[src/rtl/mdu_ctrl.sv]
// Sequencer for the EX-stage multiplier/divider: issues operands, stalls EX
// until the product or quotient exists, then writes HI/LO exactly once.
module mdu_ctrl #(
    parameter int unsigned MUL_LAT = 2
) (
    input  logic        clk,
    input  logic        rst,
    input  logic [3:0]  op_i,
    input  logic [31:0] src_a_i,
    input  logic [31:0] src_b_i,
    input  logic        stall_ex_i,
    input  logic        annul_i,
    output logic        stallreq_o,
    output logic        mul_signed_o,
    output logic [31:0] mul_a_o,
    output logic [31:0] mul_b_o,
    input  logic [63:0] mul_result_i,
    output logic        div_start_o,
    output logic        div_annul_o,
    output logic        div_signed_o,
    output logic [31:0] div_a_o,
    output logic [31:0] div_b_o,
    input  logic        div_ready_i,
    input  logic [63:0] div_result_i,
    output logic        hilo_we_o,
    output logic [31:0] hi_o,
    output logic [31:0] lo_o
);

    localparam int unsigned CNT_W = (MUL_LAT > 1) ? $clog2(MUL_LAT) : 1;
    localparam logic [CNT_W-1:0] CNT_INIT = CNT_W'(MUL_LAT - 1);

    typedef enum logic [1:0] {
        IDLE     = 2'd0,
        MUL_WAIT = 2'd1,
        DIV_WAIT = 2'd2,
        DONE     = 2'd3
    } state_e;

    state_e           state_q;
    logic [CNT_W-1:0] cnt_q;
    logic [31:0]      a_q;
    logic [31:0]      b_q;
    logic             signed_q;
    logic             div_start_q;
    logic             div_annul_q;
    logic             hilo_we_q;
    logic [31:0]      hi_q;
    logic [31:0]      lo_q;

    // Only exact one-hot encodings are real operations; anything else is ignored.
    logic is_mul;
    logic is_div;
    assign is_mul = (op_i == 4'b1000) || (op_i == 4'b0100);
    assign is_div = (op_i == 4'b0010) || (op_i == 4'b0001);

    assign stallreq_o = ((state_q == IDLE) && (is_mul || is_div) && !annul_i)
                      || (state_q == MUL_WAIT) || (state_q == DIV_WAIT);

    always_ff @(posedge clk) begin
        if (rst) begin
            state_q     <= IDLE;
            cnt_q       <= '0;
            a_q         <= '0;
            b_q         <= '0;
            signed_q    <= 1'b0;
            div_start_q <= 1'b0;
            div_annul_q <= 1'b0;
            hilo_we_q   <= 1'b0;
            hi_q        <= '0;
            lo_q        <= '0;
        end else begin
            hilo_we_q   <= 1'b0;
            div_annul_q <= 1'b0;
            // A flush wins over everything, including a same-cycle divider ready.
            if (annul_i) begin
                if (state_q == DIV_WAIT) begin
                    div_annul_q <= 1'b1;
                end
                div_start_q <= 1'b0;
                state_q     <= IDLE;
            end else begin
                case (state_q)
                    IDLE: begin
                        if (is_mul || is_div) begin
                            a_q      <= src_a_i;
                            b_q      <= src_b_i;
                            signed_q <= op_i[3] | op_i[1];
                            if (is_mul) begin
                                cnt_q   <= CNT_INIT;
                                state_q <= MUL_WAIT;
                            end else begin
                                div_start_q <= 1'b1;
                                state_q     <= DIV_WAIT;
                            end
                        end
                    end
                    MUL_WAIT: begin
                        if (cnt_q == '0) begin
                            hi_q      <= mul_result_i[63:32];
                            lo_q      <= mul_result_i[31:0];
                            hilo_we_q <= 1'b1;
                            state_q   <= DONE;
                        end else begin
                            cnt_q <= cnt_q - CNT_W'(1);
                        end
                    end
                    DIV_WAIT: begin
                        if (div_ready_i) begin
                            div_start_q <= 1'b0;
                            hi_q        <= div_result_i[63:32];
                            lo_q        <= div_result_i[31:0];
                            hilo_we_q   <= 1'b1;
                            state_q     <= DONE;
                        end
                    end
                    DONE: begin
                        // Hold here while EX is frozen so the same op is not re-issued.
                        if (!stall_ex_i) begin
                            state_q <= IDLE;
                        end
                    end
                    default: state_q <= IDLE;
                endcase
            end
        end
    end

    assign mul_signed_o = signed_q;
    assign mul_a_o      = a_q;
    assign mul_b_o      = b_q;
    assign div_signed_o = signed_q;
    assign div_a_o      = a_q;
    assign div_b_o      = b_q;
    assign div_start_o  = div_start_q;
    assign div_annul_o  = div_annul_q;
    assign hilo_we_o    = hilo_we_q;
    assign hi_o         = hi_q;
    assign lo_o         = lo_q;

endmodule

[config.mk]
export PLATFORM = sky130hd
export DESIGN_NAME = mdu_ctrl
export DESIGN_NICKNAME = d
export VERILOG_FILES = /design/src/rtl/mdu_ctrl.sv
export SDC_FILE = /design/constraint.sdc
export NUM_CORES = 1
export LEC_CHECK = 0
export ABC_AREA = 1
export ABC_CLOCK_PERIOD_IN_PS = 3400
export CAP_MARGIN = 20
export CORE_AREA = 2 2 155 157
export DETAILED_ROUTE_END_ITERATION = 12
export DIE_AREA = 0 0 157 159
export GPL_TIMING_DRIVEN = 0
export PLACE_DENSITY = 0.69
export SKIP_CTS_REPAIR_TIMING = 1
export SLEW_MARGIN = 20
export SYNTH_ARGS = -nofsm -noshare
export SYNTH_HDL_FRONTEND = slang
export SYNTH_SLANG_ARGS = --single-unit
[constraint.sdc]
create_clock -name clk -period 3.4 [get_ports clk]
set_input_delay 0.51 -clock clk [delete_from_list [all_inputs] [get_ports clk]]
set_output_delay 0.51 -clock clk [all_outputs]
set_load 0.005 [all_outputs]
; ---- Yosys cells after proc, flatten, opt, wreduce, memory -nomap -nowiden
; Index checks and enable logic that the tools add are counted.
[totals]
ff_bits = 135
input_bits = 201
output_inout_bits = 198
elab_cells = 69
[classes]
add_sub_neg = 1
n_eq_ne = 13
mux = 24
bitwise = 2
n_reduce_logical = 19
[ops]
columns = op, n
row1 = $mux 32, 4
row2 = $pmux 32 s2, 2
row3 = $reduce_and 4->1, 4
row4 = $mux 2, 5
row5 = $ne 2x2->1 const B, 5
row6 = $mux 1, 9
row7 = $pmux 2 s4, 1
row8 = $pmux 1 s2, 3
row9 = $reduce_bool 2->1, 3
row10 = $logic_or 1x1->1, 5
row11 = $eq 2x2->1 const B, 2
row12 = $eq 4x1->1 const B, 1
row13 = $eq 4x2->1 const B, 1
row14 = $eq 4x3->1 const B, 1
row15 = $eq 4x4->1 const B, 1
row16 = $reduce_or 2->1, 2
row17 = $reduce_and 3->1, 1
row18 = $eq 2x1->1 const B, 1
row19 = $logic_and 1x1->1, 2
row20 = $logic_not 2->1, 1
row21 = $ne 2x1->1 const B, 1
row22 = $logic_not 1->1, 1
row23 = $not 1->1, 1
row24 = $or 1x1->1, 1
row25 = $sub 1x1->1 const B, 1

; ---- Depth between registers and ports, before layout
; Gate-level depths: netlist (run 1).
[logic_depth]
depth_word = 7
depth_mapped = 9
mapped_depth_nobuf = 9

; ---- Worst setup path before layout (run 1)
; No wires, ideal clock.
[synth_timing]
path_kind = input to output
from = input op_i[0]
to = output stallreq_o
arrival_time_ps = 1224
required_ps = 2890
setup_slack_ps = 1666
stages = 7
path_buffers = 2
path_cell_list = nor2_2 nand3_4 nand2_4 nand2_2 buf_6 buf_6 nand3_1
[synth_between]
elab_chain_len = 7
word_cells_on_any_way = 11
classes_between = 4 x eq/ne / 7 x reduce/logical
[synth_rtl]
columns = element, line
row1 = "start, declared", 8  ; input logic [3:0] op_i,
row2 = $eq 4x4->1 (tied with other cells), 54  ; assign is_mul = (op_i == 4'b1000) || (op_i == 4'b0100);
row3 = $logic_or 1x1->1 (on tied branches), "54, 55"
row4 = $logic_or 1x1->1 (*), 57  ; assign stallreq_o = ((state_q == IDLE) && (is_mul || is_div) && !annul_i)
row5 = $logic_and 1x1->1 (*) (2 in a row), 57
row6 = $logic_or 1x1->1 (*) (2 in a row), 58  ; || (state_q == MUL_WAIT) || (state_q == DIV_WAIT);
row7 = "end, declared", 13  ; output logic stallreq_o,
; Mark *: on every way between the ends. The rest lies on a longest branch, timed or not.

; ---- Worst setup path in the final report (run 1)
[layout_timing]
from = input op_i[1]
to = output stallreq_o
; The elaborated chain is that of the path after synthesis.

==> metrics.json, run 1 <==
{
  "clkLatencyLatePin": {"value": 0.42, "unit": "ns"},
  "gr-usage-met2": {"value": 0.353},
  "critical_path.endpoint": {"value": "stallreq_o"},
  "dieArea": {"value": 25000, "unit": "um2"},
  "slew_viol_final": {"value": 0},
  "wl_per_cell": {"value": 14.7, "unit": "um"},
  "die_height": {"value": 159, "unit": "um"},
  "grt_max_degree": {"value": 17},
  "finalClockSkew": {"value": 0.00887, "unit": "ns"},
  "layout_min_cycle_time": {"value": 2.95, "unit": "ns"},
  "yosysWarnings": {"value": 0},
  "yosysTopAreaCell": {"value": "dfxtp_1"},
  "fp.coreArea": {"value": 23200, "unit": "um2"},
  "layout.cells.non_filler": {"value": 1658},
  "synth_top_area_cells": {"value": "dfxtp_1 41%, nand2_1 16%, buf_4 7.7%"},
  "final-setup-viol-count": {"value": 0},
  "timing.reg2reg.worst_path_depth": {"value": 9},
  "number_of_antenna_violations_at_the_first_check_in_global_routing": {"value": 1},
  "pin_count": {"value": 399},
  "drive_above_1_share": {"value": 0.155},
  "clock-root-buffer": {"value": "clkbuf_16"},
  "cts_inserted_buffers": {"value": 17},
  "portBuffers": {"value": 398},
  "power_per_cell_area": {"value": 409, "unit": "nW/um2"},
  "drc_violations_left": {"value": 0},
  "critPathRequiredTime": {"value": 2.89, "unit": "ns"},
  "setup.worst_path.class": {"value": "in2out"},
  "rsz0062_at_grt": {"value": "no"},
  "netlist_area": {"value": 6630, "unit": "um2"},
  "finish.utilization": {"value": 0.500},
  "grt_util_met3": {"value": 0.0670},
  "grt_first_pass_wirelength": {"value": 36600, "unit": "um"},
  "critical_path.reg2reg.endpoint": {"value": "hi_o[15]"},
  "dp_hpwl": {"value": 19300, "unit": "um"},
  "cts-htree-levels": {"value": 4},
  "critical_path.reg2reg.startpoint": {"value": "state_q[0]"},
  "dieWidth": {"value": 157, "unit": "um"},
  "tritoncts": {"value": "built"},
  "regToRegSetupSlack": {"value": 1.54, "unit": "ns"},
  "class_of_the_worst_hold_path": {"value": "reg2reg"},
  "clk_transition_reported_paths": {"value": 0.06, "unit": "ns"},
  "power.leakage": {"value": 4.60, "unit": "nW"},
  "synth_largest_type_area_fraction": {"value": 0.408},
  "initial_utilization": {"value": 0.286},
  "grt_pass1_vias": {"value": 6818},
  "core.rowCount": {"value": 56},
  "synthesis.nets": {"value": 1114},
  "grt_util_all_layers": {"value": 0.190},
  "flow.area_growth_from_synthesis": {"value": 75.0, "unit": "%"},
  "dr.pass1.iters": {"value": 6},
  "clockBufferDepth": {"value": 2},
  "fmax": {"value": 0.339, "unit": "GHz"},
  "max-vdd-ir-drop": {"value": 0.274, "unit": "mV"},
  "max_slew_margin": {"value": 0.519},
  "overflow": {"value": 0},
  "timing.critical_path.to_type": {"value": "primary output"},
  "drt-vias-per-instance": {"value": 4.31},
  "grt-busiest-layer": {"value": "met2"},
  "drv.max_cap_violation_count": {"value": 0},
  "final.period_utilization": {"value": 0.867},
  "worstPathArrival": {"value": 2.44, "unit": "ns"},
  "dr_total_vias": {"value": 7143},
  "ys_seq_elements": {"value": 135},
  "setup_tns": {"value": 0, "unit": "ns"},
  "worst_pin_slew": {"value": 0.722, "unit": "ns"},
  "numClockSinks": {"value": 135},
  "detail_route_antenna_nets": {"value": 0},
  "cp-startpoint": {"value": "op_i[1]"},
  "routabilityCongestion": {"value": 0.848},
  "synth-seq-area-share": {"value": 0.408},
  "grt.met1_usage": {"value": 0.198},
  "avgSynthCellArea": {"value": 7.30, "unit": "um2"},
  "critical_path.max_fanout": {"value": 10},
  "final-hold-violation-count": {"value": 0},
  "yosysUniqueCellTypes": {"value": 29},
  "detailedRoute.firstIterationViolations": {"value": 230},
  "timing.hold.ws": {"value": 0.474, "unit": "ns"},
  "place_inst": {"value": 1625},
  "final_net_count": {"value": 1531},
  "setup_crit_start_kind": {"value": "input port"},
  "detail_route.wirelength": {"value": 24300, "unit": "um"},
  "outcome": {"value": "finished clean"},
  "syn-instance-count": {"value": 908}
}
[worst min path at each step]
stage,depth (start not counted),start,slack [ns],to
2_1_floorplan,2,div_a_o[0],0.47,div_a_o[0]
4_1_cts,2,div_a_o[16],0.48,div_a_o[16]
3_5_place_dp,2,div_a_o[16],0.47,div_a_o[16]
6_report,2,div_a_o[0],0.47,div_a_o[0]
3_3_place_gp,2,lo_o[20],0.46,lo_o[20]
5_1_grt,2,div_a_o[10],0.49,div_a_o[10]
[metal layers]
layer	wire [um]	share of wire
met5	0	0
met4	479	0.020
met3	2060	0.085
met2	12400	0.51
met1	9320	0.38
[worst max-delay path: stages]
cell and delay (ns):
clkdlybuf4s50_1 0.54, inv_1 0.06, nand2_1 0.07, nand3_2 0.12, nand2_4 0.12, nand2_2 0.07, buf_6 0.15, buf_6 0.14
nand3_1 0.07, clkdlybuf4s50_1 0.58
[synth_stat cells, drive strengths merged]
| master | instances |
|---|---|
| and3 | 1 |
| o21ai | 66 |
| nand4 | 1 |
| nand3 | 71 |
| nand2 | 278 |
| a31oi | 1 |
| a21oi | 65 |
| o22ai | 1 |
| or2 | 1 |
| buf | 109 |
| o21a | 1 |
| dfxtp | 135 |
| clkbuf | 18 |
| ha | 5 |
| nor2 | 136 |
| o211ai | 1 |
| nor3 | 1 |
| inv | 17 |
[metrics by stage]
step / setup WS [ns] / cell area, um2 / power, mW
final: 0.453 / 11600 / 4.75
after global routing: 0.289 / 11600 / 4.99
after CTS: 0.407 / 11600 / 4.82
after detailed placement: 0.448 / 11000 / 2.92
after global placement: 0.443 / 11000 / 2.91
after floorplan: 1.67 / 6630 / 2.27
[sequential cells by signal (all words and copies together), names as in the netlist]
| name | count |
|---|---|
| div_start_o | 1 |
| state_q | 2 |
| div_a_o | 32 |
| div_annul_o | 1 |
| hilo_we_o | 1 |
| div_signed_o | 1 |
| div_b_o | 32 |
| hi_o | 32 |
| cnt_q | 1 |
| lo_o | 32 |
[cells in the final DEF, fill, tap and decap left out, drive strengths merged]
cell type	count
clkbuf	38
nand4	1
o21ai	66
dfxtp	135
ha	5
clkinvlp	4
diode	1
a21oi	65
and3	1
inv	20
a31oi	1
nand3	71
bufinv	2
or2	1
o211ai	1
o21a	1
nand2	278
o22ai	1
nor2	136
nor3	1
buf	109
clkdlybuf4s50	398
clkinv	3
[cell families after synthesis]
| logic type | after synthesis | synth area share |
|---|---|---|
| compound gates | 135 | 0.114 |
| fa+ha+maj | 5 | 0.00944 |
| flops | 135 | 0.408 |
| buf+inv | 144 | 0.142 |
| simple gates | 489 | 0.327 |
[power breakdown]
group / internal (mW) / switching (mW) / leakage, nW
Combinational: 0.641 / 0.481 / 3.23
Clock: 1.11 / 0.763 / 0.274
Sequential: 1.69 / 0.0684 / 1.10
Total: 3.44 / 1.31 / 4.60
[final cells by class]
type / count / area (um2)
antenna: 1 / 2.50
buffer: 127 / 881
clock buffer: 20 / 447
clock inverter: 12 / 143
fill: 2338 / 11600
inverter: 17 / 63.8
multi-input combinational: 629 / 2980
sequential: 135 / 2700
tap: 319 / 399
timing repair buffer: 398 / 3980
Note: power is estimated with default switching activity, not from simulation.
==> inputs of run 2 (changes only) <==
--- a/config.mk
+++ b/config.mk
@@ -7,12 +7,11 @@
 export LEC_CHECK = 0
 export ABC_AREA = 1
 export ABC_CLOCK_PERIOD_IN_PS = 3400
-export CAP_MARGIN = 20
-export CORE_AREA = 2 2 155 157
+export CORE_AREA = 5 5 154 156
 export DETAILED_ROUTE_END_ITERATION = 12
-export DIE_AREA = 0 0 157 159
+export DIE_AREA = 0 0 159 161
 export GPL_TIMING_DRIVEN = 0
-export PLACE_DENSITY = 0.69
+export PLACE_DENSITY = 0.72
 export SKIP_CTS_REPAIR_TIMING = 1
 export SLEW_MARGIN = 20
 export SYNTH_ARGS = -nofsm -noshare
==> run 2 against run 1 <==
Compared with the run above:
- worst hold slack gained 0.00081 ns
- via count barely moved
- design area decreased by 0.66%
- clock skew increased by 0.0030 ns
- highest routed layer unchanged
==> metrics.json, run 2 (synthesis results as in run 1) <==
{
  "regToRegSetupSlack": {"value": 1.48, "unit": "ns"},
  "dp_hpwl": {"value": 20400, "unit": "um"},
  "power_per_cell_area": {"value": 402, "unit": "nW/um2"},
  "cts_inserted_buffers": {"value": 17},
  "highest_signal_layer": {"value": "met4"},
  "met3_length": {"value": 2290, "unit": "um"},
  "initial_utilization": {"value": 0.298},
  "timing.critical_path.to_type": {"value": "primary output"},
  "dieWidth": {"value": 159, "unit": "um"},
  "critical_path.max_fanout": {"value": 10},
  "wl_per_cell": {"value": 15.4, "unit": "um"},
  "setup.worst_path.class": {"value": "in2out"},
  "met2_wirelength_from_detailed_routing": {"value": 12800, "unit": "um"},
  "grt_max_degree": {"value": 17},
  "final.period_utilization": {"value": 0.887},
  "outcome": {"value": "finished clean"},
  "clkLatencyLatePin": {"value": 0.42, "unit": "ns"},
  "numClockSinks": {"value": 135},
  "layout.cells.most_common": {"value": "clkdlybuf4s50_1"},
  "worstPathArrival": {"value": 2.51, "unit": "ns"},
  "preCtsSetupSlack": {"value": 0.355, "unit": "ns"},
  "met1_length": {"value": 9490, "unit": "um"},
  "detail_route_antenna_nets": {"value": 0},
  "grt_pass1_vias": {"value": 7065},
  "clockBufferDepth": {"value": 2},
  "post_dp_cell_area": {"value": 11000, "unit": "um2"},
  "clk_transition_reported_paths": {"value": 0.06, "unit": "ns"},
  "pin_count": {"value": 399},
  "class_of_the_worst_hold_path": {"value": "reg2reg"},
  "drt-vias-per-instance": {"value": 4.39},
  "tritoncts": {"value": "built"},
  "final_critical_path_setup_slack": {"value": 0.384, "unit": "ns"},
  "grt_first_pass_wirelength": {"value": 38400, "unit": "um"},
  "clock-root-buffer": {"value": "clkbuf_16"},
  "portBuffers": {"value": 398},
  "dr_total_vias": {"value": 7137},
  "final_net_count": {"value": 1531},
  "overflow": {"value": 0},
  "drc_violations_left": {"value": 0},
  "slew_viol_final": {"value": 0},
  "final-hold-violation-count": {"value": 0},
  "worst_pin_slew": {"value": 0.711, "unit": "ns"},
  "dieArea": {"value": 25600, "unit": "um2"},
  "final-setup-viol-count": {"value": 0},
  "finalClockSkew": {"value": 0.0119, "unit": "ns"},
  "drv.max_cap_violation_count": {"value": 0},
  "layout_min_cycle_time": {"value": 3.02, "unit": "ns"},
  "flow.area_growth_from_synthesis": {"value": 73.9, "unit": "%"},
  "commonest_cells_after_routing_fill_and_taps_aside": {"value": "398 x clkdlybuf4s50_1, 275 x nand2_1, 135 x nor2_1, 135 x dfxtp_1, 68 x buf_4"},
  "fmax": {"value": 0.332, "unit": "GHz"},
  "max_slew_margin": {"value": 0.526},
  "critPathRequiredTime": {"value": 2.89, "unit": "ns"},
  "finish.utilization": {"value": 0.519},
  "die_height": {"value": 161, "unit": "um"},
  "power.leakage": {"value": 4.59, "unit": "nW"},
  "dr.pass1.iters": {"value": 6},
  "drive_above_1_share": {"value": 0.155},
  "number_of_antenna_violations_at_the_first_check_in_global_routing": {"value": 1},
  "cts-htree-levels": {"value": 4},
  "detailedRoute.firstIterationViolations": {"value": 243},
  "grt_util_all_layers": {"value": 0.186},
  "rsz0062_at_grt": {"value": "no"},
  "final_cell_area": {"value": 11500, "unit": "um2"},
  "setup_crit_start_kind": {"value": "input port"},
  "routabilityCongestion": {"value": 0.823},
  "setup_tns": {"value": 0, "unit": "ns"},
  "max-vdd-ir-drop": {"value": 0.281, "unit": "mV"},
  "fp.coreArea": {"value": 22200, "unit": "um2"},
  "detail_route.wirelength": {"value": 25000, "unit": "um"},
  "core.rowCount": {"value": 55}
}
-- run 2: cell types whose count changed in the layout (fill, tap and decap cells not counted), sizes merged --
cell / change
bufinv: -1
clkbuf: -1
clkinv: +2
-- run 2: cell type report --
cell class,count,area [um2]
clock buffers,19,433
fillers,2227,10700
plain buffers,127,881
flip-flops and latches,135,2700
repair buffers,398,3980
multi-input cells,629,2980
well taps,285,357
inverters,17,63.8
clock inverters,13,123
diodes,1,2.50
-- run 2: final timing paths --
check                     to  cells after the start       start
setup / recovery  stallreq_o                     10     op_i[3]
hold / removal    div_a_o[8]                      2  div_a_o[8]
setup reg to reg     hi_o[2]                      9  state_q[0]
hold reg to reg   div_a_o[8]                      2  div_a_o[8]
-- run 2: critical path, cell delays in order --
cell	delay (ns)
clkdlybuf4s50_1	0.61
inv_1	0.08
nand2_2	0.09
nand3_4	0.12
nand2_4	0.11
nand2_2	0.07
buf_6	0.15
buf_6	0.15
nand3_1	0.07
clkdlybuf4s50_1	0.55
-- run 2: power by group --
group	leakage, nW	switching (mW)	internal (mW)	total [mW]
logic	3.23	0.482	0.641	1.12
clock network	0.260	0.750	1.01	1.76
registers	1.10	0.0667	1.69	1.75
total	4.59	1.30	3.34	4.64
-- run 2: metrics by stage --
stage	hold slack, ns	power (mW)	instances
detailed placement	0.466	2.93	1591
CTS	0.477	4.71	1623
floorplan	0.468	2.27	908
global route	0.498	4.89	1624
global placement	0.462	2.91	1591
finish	0.475	4.64	1624
-- run 2: metal layers --
| metal | vias up | GRT usage |
|---|---|---|
| li1 | 3660 | - |
| met1 | 3170 | 0.194 |
| met2 | 279 | 0.347 |
| met3 | 28 | 0.0760 |
| met4 | 0 | 0.0442 |
| met5 | - | 0 |
